## src/rtl/heat_sensor_master_if.sv

```systemverilog
// Avalon-MM link between the heat-sensor master and the sensor's s0 slave port.
interface heat_sensor_master_if;
    logic        avm_m0_write;
    logic [31:0] avm_m0_writedata;
    logic        avm_m0_read;
    logic [31:0] avm_m0_readdata;

    modport master (
        output avm_m0_write,
        output avm_m0_writedata,
        output avm_m0_read,
        input  avm_m0_readdata
    );

    modport slave (
        input  avm_m0_write,
        input  avm_m0_writedata,
        input  avm_m0_read,
        output avm_m0_readdata
    );
endinterface

```

## src/rtl/heat_sensor_master.sv

```systemverilog
// Runs one measurement sequence on the heat sensor: enable, warm up, periodic reads,
// then always disable; tracks last/max/average temperature and overheat.
module heat_sensor_master #(
    parameter int WARMUP_CYCLES = 100,
    parameter int SAMPLE_PERIOD = 64,
    parameter int NSAMP_LOG2    = 4,
    parameter int READ_LATENCY  = 1
) (
    input  logic                         clk,
    input  logic                         reset,
    input  logic                         start,
    input  logic                         stop,
    input  logic [31:0]                  threshold,
    heat_sensor_master_if.master         avm,
    output logic                         busy,
    output logic                         sample_valid,
    output logic [31:0]                  last_temp,
    output logic [31:0]                  max_temp,
    output logic [31:0]                  avg_temp,
    output logic                         overheat,
    output logic                         done
);

    localparam int SUM_W = 32 + NSAMP_LOG2;
    localparam int CNT_W = NSAMP_LOG2 + 1;
    localparam logic [CNT_W-1:0] NSAMP = CNT_W'(2 ** NSAMP_LOG2);

    typedef enum logic [3:0] {
        IDLE, EN_WR, WARMUP, RD_REQ, RD_WAIT, EVAL, GAP, DIS_WR, DONE
    } state_t;

    state_t             state_q, state_d;
    logic [31:0]        timer_q, timer_d;
    logic [CNT_W-1:0]   samp_cnt_q, samp_cnt_d;
    logic [SUM_W-1:0]   sum_q, sum_d;
    logic [31:0]        thr_q, thr_d;
    logic [31:0]        last_q, last_d;
    logic [31:0]        max_q, max_d;
    logic [31:0]        avg_q, avg_d;
    logic               ovh_q, ovh_d;
    logic               normal_q, normal_d;
    logic               sv_q, sv_d;
    logic               done_q, done_d;
    logic               busy_q, busy_d;
    logic               write_q, write_d;
    logic [31:0]        wdata_q, wdata_d;
    logic               read_q, read_d;

    always_comb begin
        state_d    = state_q;
        timer_d    = timer_q + 32'd1;
        samp_cnt_d = samp_cnt_q;
        sum_d      = sum_q;
        thr_d      = thr_q;
        last_d     = last_q;
        max_d      = max_q;
        avg_d      = avg_q;
        ovh_d      = ovh_q;
        normal_d   = normal_q;
        sv_d       = 1'b0;

        case (state_q)
            IDLE: begin
                if (start && !stop) begin
                    state_d    = EN_WR;
                    thr_d      = threshold;
                    max_d      = '0;
                    sum_d      = '0;
                    samp_cnt_d = '0;
                    ovh_d      = 1'b0;
                    normal_d   = 1'b0;
                end
            end
            EN_WR: begin
                state_d = WARMUP;
                timer_d = 32'd1;
            end
            WARMUP: begin
                if (timer_q == 32'(WARMUP_CYCLES))
                    state_d = RD_REQ;
            end
            // The timer counts cycles since the read strobe; it paces both capture and GAP.
            RD_REQ: begin
                state_d = RD_WAIT;
                timer_d = 32'd1;
            end
            RD_WAIT: begin
                if (!stop && timer_q == 32'(READ_LATENCY)) begin
                    state_d    = EVAL;
                    sv_d       = 1'b1;
                    last_d     = avm.avm_m0_readdata;
                    max_d      = (avm.avm_m0_readdata > max_q) ? avm.avm_m0_readdata : max_q;
                    sum_d      = sum_q + SUM_W'(avm.avm_m0_readdata);
                    samp_cnt_d = samp_cnt_q + 1'b1;
                    if (avm.avm_m0_readdata > thr_q)
                        ovh_d = 1'b1;
                end
            end
            EVAL: begin
                if (ovh_q) begin
                    state_d = DIS_WR;
                end else if (samp_cnt_q == NSAMP) begin
                    state_d  = DIS_WR;
                    normal_d = 1'b1;
                end else begin
                    state_d = GAP;
                end
            end
            GAP: begin
                if (timer_q == 32'(SAMPLE_PERIOD - 1))
                    state_d = RD_REQ;
            end
            DIS_WR: begin
                state_d = DONE;
                if (normal_q)
                    avg_d = sum_q[NSAMP_LOG2 +: 32];
            end
            DONE: begin
                state_d = IDLE;
            end
            default: begin
                state_d = IDLE;
            end
        endcase

        // An abort overrides whatever the active state decided, but a sample already
        // committed in EVAL stays in last/max/sum.
        if (stop && (state_q inside {EN_WR, WARMUP, RD_REQ, RD_WAIT, EVAL, GAP})) begin
            state_d  = DIS_WR;
            normal_d = 1'b0;
        end
    end

    always_comb begin
        busy_d  = state_d inside {EN_WR, WARMUP, RD_REQ, RD_WAIT, EVAL, GAP, DIS_WR};
        write_d = (state_d == EN_WR) || (state_d == DIS_WR);
        wdata_d = {31'd0, state_d == EN_WR};
        read_d  = (state_d == RD_REQ);
        done_d  = (state_d == DONE);
    end

    always_ff @(posedge clk or negedge reset) begin
        if (!reset) begin
            state_q    <= IDLE;
            timer_q    <= '0;
            samp_cnt_q <= '0;
            sum_q      <= '0;
            thr_q      <= '0;
            last_q     <= '0;
            max_q      <= '0;
            avg_q      <= '0;
            ovh_q      <= 1'b0;
            normal_q   <= 1'b0;
            sv_q       <= 1'b0;
            done_q     <= 1'b0;
            busy_q     <= 1'b0;
            write_q    <= 1'b0;
            wdata_q    <= '0;
            read_q     <= 1'b0;
        end else begin
            state_q    <= state_d;
            timer_q    <= timer_d;
            samp_cnt_q <= samp_cnt_d;
            sum_q      <= sum_d;
            thr_q      <= thr_d;
            last_q     <= last_d;
            max_q      <= max_d;
            avg_q      <= avg_d;
            ovh_q      <= ovh_d;
            normal_q   <= normal_d;
            sv_q       <= sv_d;
            done_q     <= done_d;
            busy_q     <= busy_d;
            write_q    <= write_d;
            wdata_q    <= wdata_d;
            read_q     <= read_d;
        end
    end

    assign avm.avm_m0_write     = write_q;
    assign avm.avm_m0_writedata = wdata_q;
    assign avm.avm_m0_read      = read_q;
    assign busy                 = busy_q;
    assign sample_valid         = sv_q;
    assign last_temp            = last_q;
    assign max_temp             = max_q;
    assign avg_temp             = avg_q;
    assign overheat             = ovh_q;
    assign done                 = done_q;

endmodule

```

## src/flat_wrapper.sv

```systemverilog
// flat-port wrapper written by rule: the top's interface ports become plain ports
module heat_sensor_master_flat 
#(
    parameter int WARMUP_CYCLES = 100,
    parameter int SAMPLE_PERIOD = 64,
    parameter int NSAMP_LOG2    = 4,
    parameter int READ_LATENCY  = 1
)
  (clk, reset, start, stop, threshold, busy, sample_valid, last_temp, max_temp, avg_temp, overheat, done, avm_avm_m0_write, avm_avm_m0_writedata, avm_avm_m0_read, avm_avm_m0_readdata);
  heat_sensor_master_if avm_i ();
  input  logic clk;
  input  logic reset;
  input  logic start;
  input  logic stop;
  input  logic [31:0] threshold;
  output logic busy;
  output logic sample_valid;
  output logic [31:0] last_temp;
  output logic [31:0] max_temp;
  output logic [31:0] avg_temp;
  output logic overheat;
  output logic done;
  output wire logic [$bits(avm_i.avm_m0_write)-1:0] avm_avm_m0_write;
  output wire logic [$bits(avm_i.avm_m0_writedata)-1:0] avm_avm_m0_writedata;
  output wire logic [$bits(avm_i.avm_m0_read)-1:0] avm_avm_m0_read;
  input wire logic [$bits(avm_i.avm_m0_readdata)-1:0] avm_avm_m0_readdata;
  assign avm_avm_m0_write = avm_i.avm_m0_write;
  assign avm_avm_m0_writedata = avm_i.avm_m0_writedata;
  assign avm_avm_m0_read = avm_i.avm_m0_read;
  assign avm_i.avm_m0_readdata = avm_avm_m0_readdata;
  heat_sensor_master #(.WARMUP_CYCLES(WARMUP_CYCLES), .SAMPLE_PERIOD(SAMPLE_PERIOD), .NSAMP_LOG2(NSAMP_LOG2), .READ_LATENCY(READ_LATENCY)) u_core (.clk(clk), .reset(reset), .start(start), .stop(stop), .threshold(threshold), .avm(avm_i), .busy(busy), .sample_valid(sample_valid), .last_temp(last_temp), .max_temp(max_temp), .avg_temp(avg_temp), .overheat(overheat), .done(done));
endmodule
```

## config.mk

```make
export PLATFORM = sky130hd
export DESIGN_NAME = heat_sensor_master_flat
export DESIGN_NICKNAME = d
export VERILOG_FILES = /design/src/rtl/heat_sensor_master_if.sv /design/src/rtl/heat_sensor_master.sv /design/src/flat_wrapper.sv
export SDC_FILE = /design/constraint.sdc
export NUM_CORES = 1
export LEC_CHECK = 0
export BUFFER_PORTS_ARGS = -buffer_cell sky130_fd_sc_hd__buf_2
export CAP_MARGIN = 20
export CORE_MARGIN = 2
export CORE_UTILIZATION = 35
export DETAILED_ROUTE_END_ITERATION = 7
export SLEW_MARGIN = 20
export SYNTH_ARGS = -nofsm -noshare
export SYNTH_HDL_FRONTEND = slang
export SYNTH_SLANG_ARGS = --single-unit
```

## constraint.sdc

```tcl
create_clock -name clk -period 2.6 [get_ports clk]
set_input_delay 0.39 -clock clk [delete_from_list [all_inputs] [get_ports clk]]
set_output_delay 0.39 -clock clk [all_outputs]
set_load 0.1 [all_outputs]
```

== After elaboration in Yosys (flattened, before gate mapping) ==
Cells that the tools add are included.
Word-level totals
  register bits after elaboration: 213
  logic and storage cells: 94
  output and inout port bits: 134
  input port bits: 68
Operators by class
  add/subtract/negate cells: 3
  reductions and logical operators: 18
  muxes and demuxes: 29
  $lt $le $gt $ge: 2
  equal/unequal tests: 26
Operators by type and width (number)
  $mux 32: 4
  $mux 36: 2
  $pmux 36 s2: 1
  $gt 32x32->1: 2
  $pmux 32 s2: 1
  $add 36x32->36: 1
  $add 32x1->32 const B: 1
  $eq 32x1->1 const B: 1
  $eq 32x6->1 const B: 1
  $eq 32x7->1 const B: 1
  $eq 4x3->1 const B: 8
  $pmux 4 s8: 1
  $mux 4: 6
  $eq 4x2->1 const B: 4
  $reduce_and 4->1: 3
  $mux 5: 2
  $pmux 5 s2: 1
  $mux 1: 9
  $eq 4x1->1 const B: 2
  $ne 2x1->1 const B: 4
  $reduce_bool 7->1: 1
  $reduce_and 2->1: 3
  $reduce_bool 6->1: 1
  $add 5x1->5 const B: 1
  other kinds (14): 17

== Logic depth before layout (Yosys ltp) ==
Gate-level depths: netlist of the first run.
  depth after elaboration: 7
  gate-level depth with buffers: 11
  mapped depth without buffers: 10

== Least setup slack after synthesis of the first run ==
OpenSTA, ideal clock, no wires.
  path type: reg2reg
  from: register u_core.max_q[1] (netlist: u_core.max_temp[1])
  to: register u_core.max_q[10] (netlist: u_core.max_temp[10])
  data arrival time: 2.807 ns
  data required time: 2.478 ns
  buffers on the path: 1
  clock period less this slack: 2.929 ns
  stages on the path, launching flop included: 12
  slack: -0.329 ns
  setup time: 0.122 ns
  cells stage by stage: dfrtp_1 inv_1 ha_1 nor2b_1 o21a_1 o21ai_0 a21oi_1 o31a_1 o21ai_0 a211oi_1 buf_2 a22o_1
Between the ends
  word-level cells in the longest chain between the ends: 3
RTL lines
  from (decl): RTL line heat_sensor_master.sv:38  | logic [31:0] max_q, max_d;
  from (signal assigned): RTL line heat_sensor_master.sv:167  | max_q <= max_d;
  $gt 32x32->1: RTL line heat_sensor_master.sv:92  | max_d = (avm.avm_m0_readdata > max_q) ? avm.avm_m0_readdata : max_q;
  $ne 2x1->1 (no source line)
  $reduce_and 4->1 (no source line)
No other way between the ends.
A chain may end at the register's enable or synchronous reset.

== Worst setup path after layout of the first run ==
  from: register u_core.state_q[3]
  to: register u_core.max_q[29] (netlist: u_core.max_temp[29])
Between the ends
  word-level cells in the longest chain between the ends: 3
  elaborated cells between the ends (all ways): 8
  classes of those cells: eq/ne: 4; mux: 1; reduce/logical: 3
RTL lines
  from (decl): RTL line heat_sensor_master.sv:32  | state_t state_q, state_d;
  from (signal assigned): RTL line heat_sensor_master.sv:161  | state_q <= state_d;
  $eq 4x3->1 / $logic_not 4->1 (equally long branches): RTL line heat_sensor_master.sv:62  | case (state_q)
  $ne 2x1->1 (no source line) / $reduce_bool 2->1 (equally long branches)
  $reduce_and 4->1 (no source line)
Parallel ways exist; a longest one is shown, timed or not.

==> metrics.txt, run 1 <==
drt via density=4.96; Setup crit end=u_core.max_temp[29]; std cell rows=67; RSZ-0062 raised after global routing=true; CP endpoint kind=register; DP Wirelength=between 20 and 25 mm; Util after Layout=46.8%; crit path max fanout=12; fin crit period=2.82 ns; Critical Path RT=3.01 ns; Placed Instances=between 1500 and 2000; max_cap viols=0; Worst R2R Path Depth=9; Final Hold Fails=0; Clock Pin Slew Worst Setup and Hold Paths=0.06 ns; clock buffer depth=3; Main synth FF type=dfrtp_1; async set-reset flop share out of synthesis=100%; critical path class=reg2reg; leakage=7.97 nW; EDFF count, synth=0; Routed Antenna Nets=0; Clock Tree Root=clkbuf_16; H-tree levels=1; pre-CTS WS=-0.386 ns; core box area=33400 µm²; layout net count=between 1500 and 2000; PnR worst setup slack=-0.220 ns; vias in the first global route=9991; Initial Util=around 35%; CTS tree=yes; status=complete, but fails checks; Crit Reg-Reg Endpoint=u_core.max_temp[29]; top-area cell type share of the netlist area=45.2%; highest-delay cell along the critical path=or4_1; crit-path max cell delay=0.53 ns; crit path launch type=register; Initial DRT Pass Iterations=6; layout cells sized above 1=31.3%; Synth area leader=dfrtp_1; Reg2Reg Setup Slack=-0.22 ns; GP Congestion=0.851; worst setup path startpoint=u_core.state_q[3]; die extent in x=around 190 µm; post-synthesis sequential area ratio=a little under half; Overflow after GRT=0; Post-Syn Area=11800 µm²; total power=15.6 mW; dominant cells by area after synthesis=dfrtp_1 (45%), ha_1 (11%), nand2_1 (6.6%); Synth Instances=1239; Fillers=3232; f_max=355 MHz; post-synthesis cell type count=60; Vias=10100; Data arrival, critical path=3.23 ns; DRC Markers=0; clock latency on the worst-skew pair=0.53 ns; Slew Viols, Final=0; number of antenna diodes=0; area grow syn2layout=32.3%; DRT iter0 DRCs=474; synthesized area per cell=9.52 µm²; Tcrit/Tclk final=108%; Worst R2R Start=u_core.state_q[3]; die footprint=35200 µm²; Hold WC Path Type=in2reg; synthesized flop and latch total=213; total wire length=33.7 mm; IO buf count=170; Num Clock Sinks=213; Fin Hold WS=0.0618 ns; # setup viols final=34; Ys Warns=0; largest net degree at the start of global routing=69; Finished Layout Cells=2032; Max rail drop VDD=1.02 mV; Die H=approximately 190 µm; total track usage=a little under a fifth; power per cell area=around 1000 nW/µm²; failing checks=negative setup slack; Layout Skew=0.0100 ns; Slew @ Worst Pin=0.605 ns; initial antenna violation count=0; Slew headroom=59.7%; I/O Pins=just over 200; first-pass GRT wire length=between 50 and 60 mm; WL per Instance=16.6 µm; TritonCTS Buffers=26; CP Cell Sequence=or4_1 > or3_1 > a311oi_2 > o21ai_2 > a31o_1 > and2_4 > a31o_4 > buf_12 > a22o_1
[what timing repair did]
action | 4_1_cts | 5_1_grt
endpoints found under the hold margin | 58 | 0
hold buffers | 1 | 0
gates resized for setup | 27 | 63
pin swaps | 17 | 34
cloned | 0 | 2
setup buffers | 4 | 10
setup endpoints to repair | 47 | 51
[worst min path at each step]
stage,startpoint,to,cells after the start
after floorplan,reset,u_core.avg_temp[0],0
after global placement,reset,u_core.last_temp[19],1
after detailed placement,reset,u_core.last_temp[16],1
after CTS,threshold[1],u_core.thr_q[1],3
after global routing,threshold[5],u_core.thr_q[5],3
final,threshold[3],u_core.thr_q[3],3
[where the power goes]
part	internal, mW	switching, mW	total (mW)
registers	4.13	0.462	4.59
clock network	2.14	1.40	3.55
logic	2.35	5.08	7.43
[Yosys cell counts (11+ instances only)]
cell	n
o21ai_0	99
nor2b_1	11
a21oi_1	51
nor3_1	13
inv_1	82
nand4_1	22
mux2_2	30
nand3_1	18
clkbuf_1	30
nor2_1	68
buf_4	31
xor2_1	36
ha_1	101
a22o_1	33
xnor2_1	25
a21o_1	34
nand2_1	207
dfrtp_1	213
[per-stage QoR]
step	setup TNS, ns	instance area (µm²)
after floorplan	-5.00	12000
after global placement	-9.81	14200
after detailed placement	-13.59	14200
after CTS	-6.32	15200
after global routing	-8.63	15600
final	-6.26	15600
[critical path: cells and delay by family, from the launching register on]
kind	cells	cell delay (ns)
and+or+nand+nor	3	1.02
buffers and inverters	1	0.17
DFF	1	0.37
AOI/OAI and AO/OA	5	1.15
[flip-flops by register name, indices dropped and copies added, names as in the netlist, 4 cells and up]
signal and count:
u_core.sum_q 36, u_core.avg_temp 32, u_core.last_temp 32, u_core.max_temp 32, u_core.thr_q 32, u_core.timer_q 32, u_core.samp_cnt_q 5, u_core.state_q 4
[cells in the final DEF (no fill, tap or decap), types with 10 or more instances in the layout]
master	Yosys	routed
nand2_1	207	206
clkbuf_1	30	10
a22o_1	33	33
buf_2	9	169
o21ai_1	0	11
buf_4	31	157
a21oi_2	0	10
nand4_1	22	22
mux2_2	30	30
nand3_1	18	18
nor2_1	68	66
a21o_1	34	34
o21ai_0	99	85
a21oi_1	51	39
inv_1	82	81
xor2_1	36	36
clkbuf_16	0	28
conb_1	1	31
ha_1	101	89
dfrtp_1	213	201
dfrtp_2	0	12
nor3_1	13	12
xnor2_1	25	25
ha_4	0	11
[layout make-up]
| class | count | area (µm²) | area share (%) |
|---|---|---|---|
| multi-input combinational | 900 | 6300 | 40.3 |
| timing repair buffer | 342 | 2260 | 14.5 |
| clock buffer | 42 | 782 | 5.01 |
| inverter | 82 | 308 | 1.97 |
| tap | 448 | 561 | 3.59 |
| sequential | 213 | 5350 | 34.2 |
| clock inverter | 5 | 56.3 | 0.361 |
[layer usage]
layer	up-vias	global-route usage [%]	part of all wire [%]
met4	0	4.60	2.1
met3	41	2.86	5.0
met1	4908	25.8	47
met5	-	0	0
li1	4886	-	-
met2	251	30.7	46
[cells by family after synthesis]
kind of cell | Yosys count | share of synthesized area, %
adders and majority gates | 102 | 10.9
other | 1 | 0.0318
xor gates and xnor gates | 61 | 4.53
AOI/OAI and AO/OA | 269 | 14.6
DFF | 213 | 45.2
muxes | 32 | 3.03
buffers and inverters | 156 | 6.04
and+or+nand+nor | 405 | 15.7
No activity file was read; power rests on OpenSTA's default activity.
==> run 2, diff against run 1 <==
- clock period: 2.6 -> 2.49 ns (I/O delays scaled with it)
==> run 2 against run 1 <==
Compared with the run above:
- worst setup slack got worse by 0.14 ns
- critical path depth unchanged
- sequential share of layout area decreased by 1.3 points
- maximum frequency decreased by 0.95%
- the flow still finishes with violations (negative setup slack)
- cell count increased by 2.6%
- sequential power increased by 4.6%
- critical endpoint is now u_core.sum_q[35]
- register-to-register slack got worse by 0.14 ns
- core utilization increased by 1.8 points
==> metrics.txt, run 2 (synthesized netlist as in run 1, its figures left out) <==
# setup viols final=40 (was 34); Final Hold Fails=0 (unchanged); Slew @ Worst Pin=0.556 ns (was 0.605 ns); failing checks=negative setup slack (unchanged); Max rail drop VDD=0.804 mV (was 1.02 mV); TritonCTS Buffers=27 (was 26); vias in the first global route=10500 (was 9991); post-route cell area=16200 µm² (was 15600 µm²); critical path's most frequent cell=or3_1; Routed met1 length=16.0 mm (was 15.7 mm); Tcrit/Tclk final=114% (was 108%); DRC Markers=0 (unchanged); Data arrival, critical path=3.22 ns (was 3.23 ns); H-tree levels=1 (unchanged); fin crit period=2.85 ns (was 2.82 ns); highest-delay cell along the critical path=or4_1 (unchanged); max_cap viols=0 (unchanged); power per cell area=1030 nW/µm² (was 997 nW/µm²); f_max=351 MHz (was 355 MHz); Num Clock Sinks=213 (unchanged); Clock Pin Slew Worst Setup and Hold Paths=0.06 ns (about the same); Slew headroom=62.9% (was 59.7%); largest net degree at the start of global routing=69 (unchanged); most flop-heavy register=u_core.sum_q (unchanged); WL per Instance=16.9 µm (was 16.6 µm); cell family with most CP delay=simple AND/OR/NAND/NOR gates (was compound AO/OA/AOI/OAI gates); Critical Path RT=2.87 ns (was 3.01 ns); clock latency on the worst-skew pair=0.53 ns (about the same); Hold WC Path Type=in2reg (unchanged); Die H=188 µm (unchanged); Max Used Layer=met4 (unchanged); layout cells sized above 1=34.0% (was 31.3%); PnR worst setup slack=-0.357 ns (was -0.220 ns); GP Congestion=0.859 (was 0.851); Setup TNS=-8.72 ns (was -6.26 ns); Initial DRT Pass Iterations=5 (was 6); initial antenna violation count=1 (was 0); drt via density=4.98 (was 4.96); status=complete, but fails checks (unchanged); Layout Skew=0.0175 ns (was 0.0100 ns); max reg flops=36 (unchanged); die extent in x=188 µm (unchanged); IO buf count=170 (unchanged); DP Wirelength=25.9 mm (was 24.5 mm); Clock Tree Root=clkbuf_16 (unchanged); CTS tree=yes (unchanged); DRT iter0 DRCs=438 (was 474); crit path max fanout=4 (was 12); first-pass GRT wire length=56.0 mm (was 53.1 mm); leakage=8.31 nW (was 7.97 nW); Routed Antenna Nets=0 (unchanged); crit path launch type=register (unchanged); RSZ-0062 raised after global routing=true (unchanged); I/O Pins=202 (unchanged); layout net count=1785 (was 1735); Overflow after GRT=0 (unchanged); critical path buffer and inverter count=1 (unchanged); Slew Viols, Final=0 (unchanged); Fin Hold WS=0.0441 ns (was 0.0618 ns); most frequent cells in the layout=nand2_1 (206), dfrtp_1 (200), buf_4 (199), buf_2 (169), ha_1 (89) (was nand2_1 (206), dfrtp_1 (201), buf_2 (169), buf_4 (157), ha_1 (89)); wire length on met3=1.90 mm (was 1.70 mm); Fillers=3206 (was 3232); std cell rows=67 (unchanged); Initial Util=35.4% (unchanged); commonest non-fill, non-tap cell in the layout=nand2_1 (unchanged); pre-CTS WS=-0.536 ns (was -0.386 ns); CP Cell Sequence=or4_1 > or3_1 > a311oi_2 > o21ai_2 > buf_4 > or2_4 > or3_1 > a21oi_2 > a31oi_1 (was or4_1 > or3_1 > a311oi_2 > o21ai_2 > a31o_1 > and2_4 > a31o_4 > buf_12 > a22o_1); core box area=33400 µm² (unchanged); critical path class=reg2reg (unchanged); total track usage=19.6% (was 18.6%); CP endpoint kind=register (unchanged); Vias=10400 (was 10100); placed cell areas=14700 µm² (was 14200 µm²); clock buffer depth=3 (unchanged); crit-path max cell delay=0.50 ns (was 0.53 ns); detailed-routed wire length on met2=16.7 mm (was 15.6 mm); area grow syn2layout=37.5% (was 32.3%); die footprint=35200 µm² (unchanged); total power=16.8 mW (was 15.6 mW); total wire length=35.3 mm (was 33.7 mm)
[run 2: final timing paths]
check                                     startpoint                   end  slack [ns]  depth (start not counted)
worst min-delay path                    threshold[9]       u_core.thr_q[9]        0.04                          3
max in group asynchronous                      reset     u_core.timer_q[2]        1.23                          3
worst min register to register  u_core.last_temp[21]  u_core.last_temp[21]        0.46                          2
worst max-delay path               u_core.state_q[3]      u_core.sum_q[35]       -0.36                          9
worst max register to register     u_core.state_q[3]      u_core.sum_q[35]       -0.36                          9
min in group asynchronous                      reset  u_core.last_temp[17]        0.40                          2
[run 2: routing by layer]
metal	GRT usage [%]	up-vias
met5	0	-
met4	4.18	0
met3	2.96	45
met2	33.3	257
met1	26.6	5080
li1	-	4995
[run 2: what timing repair did]
action	CTS	global route
resized for setup	45	49
hold buffers	1	0
cloned	0	2
setup endpoints to repair	61	95
pin swaps	22	33
hold endpoints to repair	64	0
buffers inserted	8	8
[run 2: layout make-up]
type / count / area [µm²] / share of cell area, %
Timing Repair Buffer: 391 / 2710 / 16.7
Clock inverter: 11 / 140 / 0.864
Inverter: 82 / 308 / 1.90
Clock buffer: 39 / 761 / 4.69
Antenna cell: 1 / 2.50 / 0.0154
Tap cell: 448 / 561 / 3.46
Sequential cell: 213 / 5350 / 33.0
Multi-Input combinational cell: 900 / 6390 / 39.4
[run 2: worst min-delay path, delay by kind of cell]
family                 cells  cell delay, ns
buffers and inverters      1            0.08
AND/OR/NAND/NOR            1            0.03
AO/OA/AOI/OAI              1            0.05
[run 2: through the flow]
stage	util [%]	cells
final	48.6	2085
after global placement	44.0	2018
after CTS	47.5	2075
after detailed placement	44.0	2018
after global routing	48.6	2084
after floorplan	-	1269
[run 2: where the power goes]
group	switching, mW	leakage [nW]	internal (mW)
Combinational	5.43	5.05	2.60
Clock	1.52	0.442	2.43
Sequential	0.484	2.81	4.31
Total	7.43	8.31	9.34
==> run 3, diff against run 2 <==
- CELL_PAD_IN_SITES_DETAIL_PLACEMENT: not set -> 1
- CELL_PAD_IN_SITES_GLOBAL_PLACEMENT: not set -> 1
- PLACE_DENSITY_LB_ADDON: not set -> 0.1
==> run 3 against run 2 <==
Compared with the run above:
- the run still ends with negative setup slack left
- die area did not move
- sequential power barely moved
- worst hold slack improved by 0.0074 ns
- core utilization rose by 0.40 points
- clock-buffer cell count rose by 6
- maximum frequency rose by 1.5%
- routed wire length rose by 9.5%
- largest cell class unchanged
- clock power fell by 5.8%
- sequential share of layout area fell by 0.26 points
==> metrics.txt, run 3 (synthesized netlist as in run 1, its figures left out) <==
die extent in x=188 µm (unchanged); Sw Share=44.9% (was 44.3%); CTS tree=yes (unchanged); IO buf count=170 (unchanged); critical path buffer and inverter count=1 (unchanged); fin crit period=2.80 ns (was 2.85 ns); largest net degree at the start of global routing=66 (was 69); CP Cell Sequence=or4_1 > or3_4 > a311oi_4 > o21ai_4 > a31o_1 > and2_4 > a31o_4 > buf_12 > a22o_1 (was or4_1 > or3_1 > a311oi_2 > o21ai_2 > buf_4 > or2_4 > or3_1 > a21oi_2 > a31oi_1); Setup TNS=-9.45 ns (was -8.72 ns); Worst R2R Start=u_core.state_q[3] (unchanged); crit path max fanout=12 (was 4); f_max=357 MHz (was 351 MHz); most frequent cells in the layout=buf_4 (212), nand2_1 (203), dfrtp_1 (199), buf_2 (169), ha_1 (88) (was nand2_1 (206), dfrtp_1 (200), buf_4 (199), buf_2 (169), ha_1 (89)); critical path class=reg2reg (unchanged); failing checks=negative setup slack (unchanged); Hold Crit Start=threshold[3] (was threshold[9]); status=complete, but fails checks (unchanged); Hold WC Path Type=in2reg (unchanged); Gate power share=49.2% (was 47.9%); placed cell areas=14800 µm² (was 14700 µm²); Util after Layout=49.0% (was 48.6%); TritonCTS Buffers=26 (was 27); Critical Path RT=2.89 ns (was 2.87 ns); clock latency on the worst-skew pair=0.53 ns (about the same); crit path launch type=register (unchanged); Routed Antenna Nets=0 (unchanged); core box area=33400 µm² (unchanged); area grow syn2layout=38.6% (was 37.5%); Layout Skew=0.0199 ns (was 0.0175 ns); Crit Reg-Reg Endpoint=u_core.max_temp[29] (was u_core.sum_q[35]); Placed Instances=2028 (was 2018); Num Clock Sinks=213 (unchanged); DRC Markers=0 (unchanged); power per cell area=1030 nW/µm² (about the same); clock buffer depth=3 (unchanged); critical path depth=9 (unchanged); total wire length=38.7 mm (was 35.3 mm); PnR worst setup slack=-0.315 ns (was -0.357 ns); Clock Pin Slew Worst Setup and Hold Paths=0.06 ns (about the same); hold endpoint=u_core.thr_q[3] (was u_core.thr_q[9]); Clock Tree Root=clkbuf_16 (unchanged); Max rail drop VDD=0.852 mV (was 0.804 mV); vias in the first global route=11000 (was 10500); DRT iter0 DRCs=338 (was 438); max reg flops=36 (unchanged); GP Congestion=0.847 (was 0.859); leakage=8.38 nW (was 8.31 nW); DP Wirelength=28.3 mm (was 25.9 mm); Fillers=3903 (was 3206); pre-CTS WS=-0.448 ns (was -0.536 ns); I/O Pins=202 (unchanged); Slew headroom=53.4% (was 62.9%); Initial DRT Pass Iterations=4 (was 5); RSZ-0062 raised after global routing=true (unchanged); Clock Power Share=22.2% (was 23.6%); worst setup path startpoint=u_core.state_q[3] (unchanged); total track usage=21.3% (was 19.6%); Data arrival, critical path=3.20 ns (was 3.22 ns); Tcrit/Tclk final=113% (was 114%); Initial Util=35.4% (unchanged); Reg2Reg Setup Slack=-0.31 ns (was -0.36 ns); Slew @ Worst Pin=0.698 ns (was 0.556 ns); highest-delay cell along the critical path=or4_1 (unchanged); drt via density=4.96 (was 4.98); layout cells sized above 1=34.6% (was 34.0%); Finished Layout Cells=2095 (was 2085); WL per Instance=18.5 µm (was 16.9 µm); die footprint=35200 µm² (unchanged); commonest non-fill, non-tap cell in the layout=buf_4 (was nand2_1); cell family with most CP delay=compound AO/OA/AOI/OAI gates (was simple AND/OR/NAND/NOR gates); max_cap viols=0 (unchanged); P_int=9.24 mW (was 9.34 mW); first-pass GRT wire length=60.5 mm (was 56.0 mm); Overflow after GRT=0 (unchanged); number of antenna diodes=0 (was 1); worst hold path depth=3 (unchanged); crit-path max cell delay=0.52 ns (was 0.50 ns); Vias=10400 (about the same); # setup viols final=40 (unchanged); Final Hold Fails=0 (unchanged); std cell rows=67 (unchanged); Slew Viols, Final=0 (unchanged); Reg power frac=28.6% (about the same); Sw Pwr=7.52 mW (was 7.43 mW); most flop-heavy register=u_core.sum_q (unchanged); initial antenna violation count=0 (was 1); layout net count=1798 (was 1785); CP endpoint kind=register (unchanged); H-tree levels=1 (unchanged); post-route cell area=16400 µm² (was 16200 µm²); Die H=188 µm (unchanged); Worst R2R Path Depth=9 (unchanged)
[run 3: timing repair]
item / CTS / global route
pin swaps: 46 / 28
setup buffers: 10 / 10
hold buffers: 1 / 0
endpoints found under the setup margin: 51 / 111
hold endpoints to repair: 60 / 0
gates cloned: 0 / 2
resized for setup: 62 / 55
[run 3: power groups by stage]
| stage | clock [mW] | combinational [mW] | sequential, mW |
|---|---|---|---|
| 5_1_grt | 3.96 | 8.97 | 4.89 |
| 4_1_cts | 3.83 | 8.08 | 4.79 |
| 3_5_place_dp | 0 | 7.78 | 4.83 |
| 2_1_floorplan | 0 | 3.10 | 7.20 |
| 3_3_place_gp | 0 | 7.64 | 4.80 |
| 6_report | 3.72 | 8.25 | 4.79 |
[run 3: worst register-to-register path, stage by stage, from the launching register on]
cell and delay [ns]:
dfrtp_1 0.36, or4_1 0.52, or3_4 0.35, a311oi_4 0.34
o21ai_4 0.10, a31o_1 0.22, and2_4 0.16, a31o_4 0.24
buf_12 0.16, a22o_1 0.24
[run 3: worst max path at each step]
| stage | to | slack (ns) |
|---|---|---|
| finish | u_core.max_temp[29] | -0.31 |
| global route | u_core.max_temp[28] | -0.43 |
| CTS | u_core.max_temp[29] | -0.33 |
| detailed placement | u_core.sum_q[35] | -0.45 |
| global placement | u_core.sum_q[35] | -0.43 |
| floorplan | u_core.max_temp[1] | -0.28 |
[run 3: cell type report]
cell class | instances | area (µm²) | area share [%]
multi-input cells | 900 | 6470 | 39.6
clock buffers | 45 | 793 | 4.85
clock inverters | 2 | 35.0 | 0.214
repair buffers | 405 | 2830 | 17.3
flip-flops and latches | 213 | 5350 | 32.7
inverters | 82 | 308 | 1.88
well taps | 448 | 561 | 3.43
[run 3: routing by layer]
layer | wire [µm] | track usage [%] | share of wire, %
met5 | 0 | 0 | 0
met4 | 419 | 3.21 | 1.1
met2 | 18700 | 36.7 | 48
met1 | 18000 | 29.2 | 47
met3 | 1510 | 2.70 | 3.9
[run 3: stage by stage]
stage          power, mW  hold slack, ns
2_1_floorplan       10.3          0.0779
3_3_place_gp        12.4           0.385
3_5_place_dp        12.6           0.385
4_1_cts             16.7          0.0247
5_1_grt             17.8          0.0507
6_report            16.8          0.0516
